### config.mk
export PLATFORM = sky130hd
export DESIGN_NAME = para2_demux_flat
export DESIGN_NICKNAME = d
export VERILOG_FILES = /design/src/rtl/para2_demux_if.sv /design/src/rtl/para2_demux.sv /design/src/flat_wrapper.sv
export SDC_FILE = /design/constraint.sdc
export NUM_CORES = 1
export LEC_CHECK = 0
export ABC_AREA = 1
export ABC_CLOCK_PERIOD_IN_PS = 3200
export CAP_MARGIN = 15
export CORE_AREA = 2 2 51 53
export CTS_CLUSTER_SIZE = 20
export DETAILED_ROUTE_END_ITERATION = 16
export DIE_AREA = 0 0 53 55
export GPL_ROUTABILITY_DRIVEN = 0
export PLACE_DENSITY = 0.76
export SLEW_MARGIN = 25
export SYNTH_ARGS = -nofsm -noshare
export SYNTH_HDL_FRONTEND = slang
export SYNTH_SLANG_ARGS = --single-unit
### constraint.sdc
create_clock -name iclk -period 3.2 [get_ports iclk]
set_input_delay 0.48 -clock iclk [delete_from_list [all_inputs] [get_ports iclk]]
set_output_delay 0.48 -clock iclk [all_outputs]
set_load 0.05 [all_outputs]
### src/rtl/para2_demux_if.sv
// Handshake bundle for the 1-to-4 word demultiplexer.
// The slave modport is the demux side; the master modport is the source and consumer side.
interface para2_demux_if #(
    parameter int WIDTH = 3
);
    logic             ivalid;
    logic             oready;
    logic [WIDTH-1:0] idata;
    logic [1:0]       ia;
    logic             iauto;
    logic [1:0]       optr;
    logic [WIDTH-1:0] oq0, oq1, oq2, oq3;
    logic             ov0, ov1, ov2, ov3;
    logic             iack0, iack1, iack2, iack3;

    modport slave (
        input  ivalid, idata, ia, iauto, iack0, iack1, iack2, iack3,
        output oready, optr, oq0, oq1, oq2, oq3, ov0, ov1, ov2, ov3
    );

    modport master (
        output ivalid, idata, ia, iauto, iack0, iack1, iack2, iack3,
        input  oready, optr, oq0, oq1, oq2, oq3, ov0, ov1, ov2, ov3
    );
endinterface

### src/rtl/para2_demux.sv
// Registered 1-to-4 word demultiplexer with per-channel valid/ack holding registers.
// The target channel comes from the external select or from an internal round-robin pointer.
module para2_demux #(
    parameter int WIDTH = 3
) (
    input  logic           iclk,
    input  logic           irst,
    para2_demux_if.slave   bus
);

    logic [WIDTH-1:0] r_q [4];
    logic [3:0]       r_v;
    logic [1:0]       r_ptr;

    logic [1:0]       w_t;
    logic [3:0]       w_ack;
    logic             w_ready;
    logic             w_acc;

    assign w_ack   = {bus.iack3, bus.iack2, bus.iack1, bus.iack0};
    assign w_t     = bus.iauto ? r_ptr : bus.ia;
    // A full channel still accepts when its consumer drains it in the same cycle.
    assign w_ready = ~r_v[w_t] | w_ack[w_t];
    assign w_acc   = bus.ivalid & w_ready;

    always_ff @(posedge iclk) begin
        if (irst) begin
            for (int k = 0; k < 4; k++) begin
                r_q[k] <= '0;
            end
            r_v   <= '0;
            r_ptr <= '0;
        end else begin
            for (int k = 0; k < 4; k++) begin
                if (w_acc && (w_t == 2'(k))) begin
                    r_q[k] <= bus.idata;
                    r_v[k] <= 1'b1;
                end else if (w_ack[k]) begin
                    r_v[k] <= 1'b0;
                end
            end
            if (w_acc && bus.iauto) begin
                r_ptr <= r_ptr + 2'd1;
            end
        end
    end

    assign bus.oready = w_ready;
    assign bus.optr   = r_ptr;
    assign bus.oq0    = r_q[0];
    assign bus.oq1    = r_q[1];
    assign bus.oq2    = r_q[2];
    assign bus.oq3    = r_q[3];
    assign bus.ov0    = r_v[0];
    assign bus.ov1    = r_v[1];
    assign bus.ov2    = r_v[2];
    assign bus.ov3    = r_v[3];

endmodule
### src/flat_wrapper.sv
// flat-port wrapper written by rule: the top's interface ports become plain ports
module para2_demux_flat 
#(
    parameter int WIDTH = 3
)
  (iclk, irst, bus_ivalid, bus_idata, bus_ia, bus_iauto, bus_iack0, bus_iack1, bus_iack2, bus_iack3, bus_oready, bus_optr, bus_oq0, bus_oq1, bus_oq2, bus_oq3, bus_ov0, bus_ov1, bus_ov2, bus_ov3);
  para2_demux_if #(.WIDTH(WIDTH)) bus_i ();
  input  logic iclk;
  input  logic irst;
  input wire logic [$bits(bus_i.ivalid)-1:0] bus_ivalid;
  input wire logic [$bits(bus_i.idata)-1:0] bus_idata;
  input wire logic [$bits(bus_i.ia)-1:0] bus_ia;
  input wire logic [$bits(bus_i.iauto)-1:0] bus_iauto;
  input wire logic [$bits(bus_i.iack0)-1:0] bus_iack0;
  input wire logic [$bits(bus_i.iack1)-1:0] bus_iack1;
  input wire logic [$bits(bus_i.iack2)-1:0] bus_iack2;
  input wire logic [$bits(bus_i.iack3)-1:0] bus_iack3;
  output wire logic [$bits(bus_i.oready)-1:0] bus_oready;
  output wire logic [$bits(bus_i.optr)-1:0] bus_optr;
  output wire logic [$bits(bus_i.oq0)-1:0] bus_oq0;
  output wire logic [$bits(bus_i.oq1)-1:0] bus_oq1;
  output wire logic [$bits(bus_i.oq2)-1:0] bus_oq2;
  output wire logic [$bits(bus_i.oq3)-1:0] bus_oq3;
  output wire logic [$bits(bus_i.ov0)-1:0] bus_ov0;
  output wire logic [$bits(bus_i.ov1)-1:0] bus_ov1;
  output wire logic [$bits(bus_i.ov2)-1:0] bus_ov2;
  output wire logic [$bits(bus_i.ov3)-1:0] bus_ov3;
  assign bus_i.ivalid = bus_ivalid;
  assign bus_i.idata = bus_idata;
  assign bus_i.ia = bus_ia;
  assign bus_i.iauto = bus_iauto;
  assign bus_i.iack0 = bus_iack0;
  assign bus_i.iack1 = bus_iack1;
  assign bus_i.iack2 = bus_iack2;
  assign bus_i.iack3 = bus_iack3;
  assign bus_oready = bus_i.oready;
  assign bus_optr = bus_i.optr;
  assign bus_oq0 = bus_i.oq0;
  assign bus_oq1 = bus_i.oq1;
  assign bus_oq2 = bus_i.oq2;
  assign bus_oq3 = bus_i.oq3;
  assign bus_ov0 = bus_i.ov0;
  assign bus_ov1 = bus_i.ov1;
  assign bus_ov2 = bus_i.ov2;
  assign bus_ov3 = bus_i.ov3;
  para2_demux #(.WIDTH(WIDTH)) u_core (.iclk(iclk), .irst(irst), .bus(bus_i));
endmodule
* Word-level counts from Yosys, hierarchy flattened
Memories as Yosys holds them, arrays and structs flattened.
Cells that the tools add are included.
** Cells by class
- Add/subtract/negate cells :: 1
- Magnitude comparators :: 1
- Equal/unequal tests :: 3
- Multiplexer cells :: 31
- Bitwise gates (word level) :: 7
- Reductions and logical operators :: 10
** Operators with widths (number)
- 1-bit two-way mux :: 24
- 3-bit two-way mux :: 4
- 2-bit nonzero test :: 4
- 1-bit logical AND :: 5
- 1-bit bitwise OR :: 5
- 1-bit binary-select mux with 2-bit select :: 2
- 2-bit == test (second input constant) :: 2
- 2-bit by 3-bit < comparator with 1-bit output (second input constant) :: 1
- 2-bit by 1-bit adder with 2-bit output (second input constant) :: 1
- 2-bit by 1-bit == test with 1-bit output (second input constant) :: 1
- 2-bit logical NOT :: 1
- 2-bit two-way mux :: 1
- 1-bit bitwise AND :: 1
- 1-bit inverter :: 1
** Storage, ports and cells
- Flip-flop bits (word level) :: 6
- RAM bits :: 12
- Input port bits :: 13
- Output and inout bits :: 19
- Logic and storage cells :: 59
- Memories :: 1
** Memories
- u_core.r_q :: depth 4, bits a word 3, read ports 4, clocked after Yosys merged registers in 0, wr ports 4, RTL line para2_demux.sv:11 : logic [WIDTH-1:0] r_q [4];

* Logic depth before layout (Yosys ltp)
- Depth after elaboration :: 11
- Gate-level depth with buffers :: 12
- Mapped depth without buffers :: 12

* Least setup slack after synthesis
OpenSTA, ideal clock, no wires.
- Path kind :: register -> register
- From :: register u_core.r_ptr[0], in the netlist u_core.bus.optr[0]
- To :: memory u_core.r_q[0][0] (enable)
- Library setup time :: 0.344 ns
- Data arrival time :: 1.724 ns
- Required time :: 2.856 ns
- Path slack :: 1.131 ns
- Cell stages (with the launch flop) :: 11
- Path buffers :: 0
- Period minus slack after synthesis :: 2.069 ns
- Path through :: dfxtp_1 -> inv_1 -> nand2_1 -> nand2_4 -> nand2_1 -> nand2_1 -> nand2_2 -> nand2_4 -> nand2_8 -> nand2_4 -> o21ai_0
** RTL lines
- start: declaration :: RTL line para2_demux.sv:13 : logic [1:0] r_ptr;
- start signal: assignment :: RTL line para2_demux.sv:43 : r_ptr <= r_ptr + 2'd1;
- end: declaration :: RTL line para2_demux.sv:11

* Worst setup path in the final report
- From :: input port bus_iauto
- To :: output port bus_oready
** On the way
- Longest elaborated chain between the ends :: 5
- Elaborated cells on any way between the ends :: 7
- Classes of those cells :: 5 x mux; 2 x bitwise
** RTL lines
- start: declaration :: RTL line flat_wrapper.sv:13 : input wire logic [$bits(bus_i.iauto)-1:0] bus_iauto;
- 2-bit two-way mux (*) :: RTL line para2_demux.sv:21 : assign w_t = bus.iauto ? r_ptr : bus.ia;
- 1-bit binary-select mux with 2-bit select :: RTL line para2_demux.sv:23 : assign w_ready = ~r_v[w_t] | w_ack[w_t];
- 1-bit two-way mux (implied by the code) :: RTL line para2_demux.sv:23
- 1-bit inverter :: RTL line para2_demux.sv:23
- 1-bit bitwise OR (*) :: RTL line para2_demux.sv:23
- end: declaration :: RTL line flat_wrapper.sv:18 : output wire logic [$bits(bus_i.oready)-1:0] bus_oready;
Mark *: on every way between the ends. The rest lies on a longest branch, timed or not. The select of a mux whose other input is x is not followed.

==> metrics <==
Hold Crit Class reg2reg; Setup Slack @ Placement roughly 0.66 ns; RSZ-0062 raised after global routing no; Gate power share 0.306; Max Root-Sink Buffers 2; crit end category primary output; top post-synthesis cells by count nand2_1, nor2_1, inv_1; flops & latches, synth 18; Critical Path RT 2.72 ns; via count 812; Yosys top cell area share 0.350; post-route insts no fill approximately 170; clk_skew 0.00127 ns; GRT overflow 0; Synthesis Warnings 0; drt total wl 1880 um; Tmin final 2.43 ns; Pre-Repair DR Iteration Count 5; Setup violations, final 0; Switching Fraction 0.329; Yosys cell types 22; Filler Cells Inserted 220; Final Hold Fails 0; Core Region 2360 sq um; post-placement cell count 165; Total Nets Final 153; Antenna Nets Post-Route 0; die width 53 um; Net Switching 0.194 mW; share of layout cells above drive strength 1 0.223; measured slew at the worst slew-check pin 0.605 ns; Wirelength per Cell 11.1 um; crit share post-route 0.760; die span in y 55 um; sum of negative setup slack 0 ns; main area contributors after synthesis edfxtp_1, dfxtp_1, nand4_4; syn_nets between 100 and 150; Crit Path Class in2out; clock power share 0.236; Seq/Total Area, Yosys 0.466; IO buf count 31; CTS Root Buffer Type clkbuf_4; largest net degree at the start of global routing 15; CP max FO 9; GRT Overall Usage 0.154; CTS tree built; cts repair resizes 0; CP Launch Type primary input; setup slack after layout 0.768 ns; vias in the first global route between 800 and 900; Cell Int Power 0.394 mW; DP Wirelength 1590 um; ys flop type edfxtp_1; Layout Utilization 0.594; I/O pins 32; Flop pwr share 0.458; CP Data Arrival Time 1.95 ns; Relative slew margins 0.596; # hold bufs at CTS 0; drt drc 0; EDFF count, synth 12; initial antenna violation count 0; FMAX 411 MHz; Mapped Area 1030 sq um; Initial Util 0.436; Lkg Pwr 0.580 nW; first-pass GRT wire length ~3300 um; Rows 18; syn_area_per_cell 9.82 sq um; clock-pin slew on the worst setup and hold paths 0.10 ns; clock sink count 18; diodes inserted 0; area leader, netlist edfxtp_1; post-CTS setup buffers 0; cts bufs inserted 3; Worst VDD drop 233 uV; clk_lat worst skew between 0.2 and 0.3 ns; MaxCap Viol Count 0; most common cell in the netlist nand2_1; run status finished, final reports clean; Initial DRC Count 15; ys async rst share 0; Slew Limit Fails 0; area grow syn2layout 36.2%; PwrDens ~420 nW/um^2; area of the die slightly below 3000 sq um; Post-Syn Instances 105; Vias/cell 4.80; CTS H-tree depth 1; overall power 0.588 mW
-- cells in the final DEF (no fill, tap or decap) --
master / n
nand2_2: 9
dfxtp_1: 6
o21ai_1: 1
nor2_2: 1
nand3_1: 3
nand2_8: 1
nand4_4: 4
nand4_1: 1
clkdlybuf4s50_1: 30
nand3b_1: 4
nor2_1: 16
o21ai_0: 3
nand2_4: 4
clkbuf_8: 1
nand3_2: 2
inv_1: 14
nand2_1: 18
inv_2: 1
buf_4: 2
a21oi_2: 1
nor2_8: 1
clkbuf_4: 3
nand3_4: 1
edfxtp_1: 12
-- flip-flops by register name, indices dropped and copies added (netlist names) --
signal / flops
u_core.r_v: 4
u_core.r_q: 12
u_core.bus.optr: 2
-- power groups by stage --
stage          Combinational [mW]  Clock (mW)  Sequential (mW)
2_1_floorplan              0.0709           0            0.329
3_3_place_gp                0.179           0            0.275
3_5_place_dp                0.181           0            0.275
4_1_cts                     0.181       0.140            0.270
5_1_grt                     0.192       0.146            0.271
6_report                    0.180       0.139            0.270
-- path summary, 6_finish.rpt --
path,from,to,depth (start not counted),slack [ns]
worst min-delay path,u_core.r_v[1]$_SDFFE_PP0P_,u_core.r_v[1]$_SDFFE_PP0P_,2,0.49
worst max-delay path,bus_iauto,bus_oready,9,0.77
worst max register to register,u_core.bus.optr[1]$_SDFFE_PP0P_,u_core.r_q[3][2]$_SDFFCE_PN0P_,8,1.40
worst min register to register,u_core.r_v[1]$_SDFFE_PP0P_,u_core.r_v[1]$_SDFFE_PP0P_,2,0.49
-- worst max-delay path, cell delays in order --
cell and delay [ns]:
clkdlybuf4s50_1 0.57, inv_2 0.10, nand2_2 0.07, nand2_2 0.09, nand3_1 0.11, nand2_2 0.09
nor2_8 0.12, nand2_8 0.11, buf_4 0.21
-- per-layer routing --
metal  up-vias  part of all wire  global-route usage  routed length (um)
li1        412                 -                   -                   -
met4         0             0.014              0.0769                  27
met5         -                 0                   0                   0
met2        36              0.49               0.290                 929
met3         4             0.078              0.0349                 146
met1       360              0.41               0.162                 777
-- logic make-up after synthesis --
logic type / share of synthesized area
buf+inv: 0.0704
simple gates: 0.436
compound gates: 0.0279
flops: 0.466
-- per-stage QoR --
step	instance area, sq um	hold WS [ns]
2_1_floorplan	1030	0.652
3_3_place_gp	1370	0.479
3_5_place_dp	1370	0.479
4_1_cts	1400	0.498
5_1_grt	1400	0.529
6_report	1400	0.494
-- cell type report --
type	instances	area (sq um)	area share
clock buffers	4	36.3	0.0258
inverters	15	56.3	0.0401
multi-input cells	70	478	0.340
flip-flops and latches	18	480	0.342
well taps	30	37.5	0.0267
repair buffers	32	315	0.225
No activity file was read; power rests on OpenSTA's default activity.
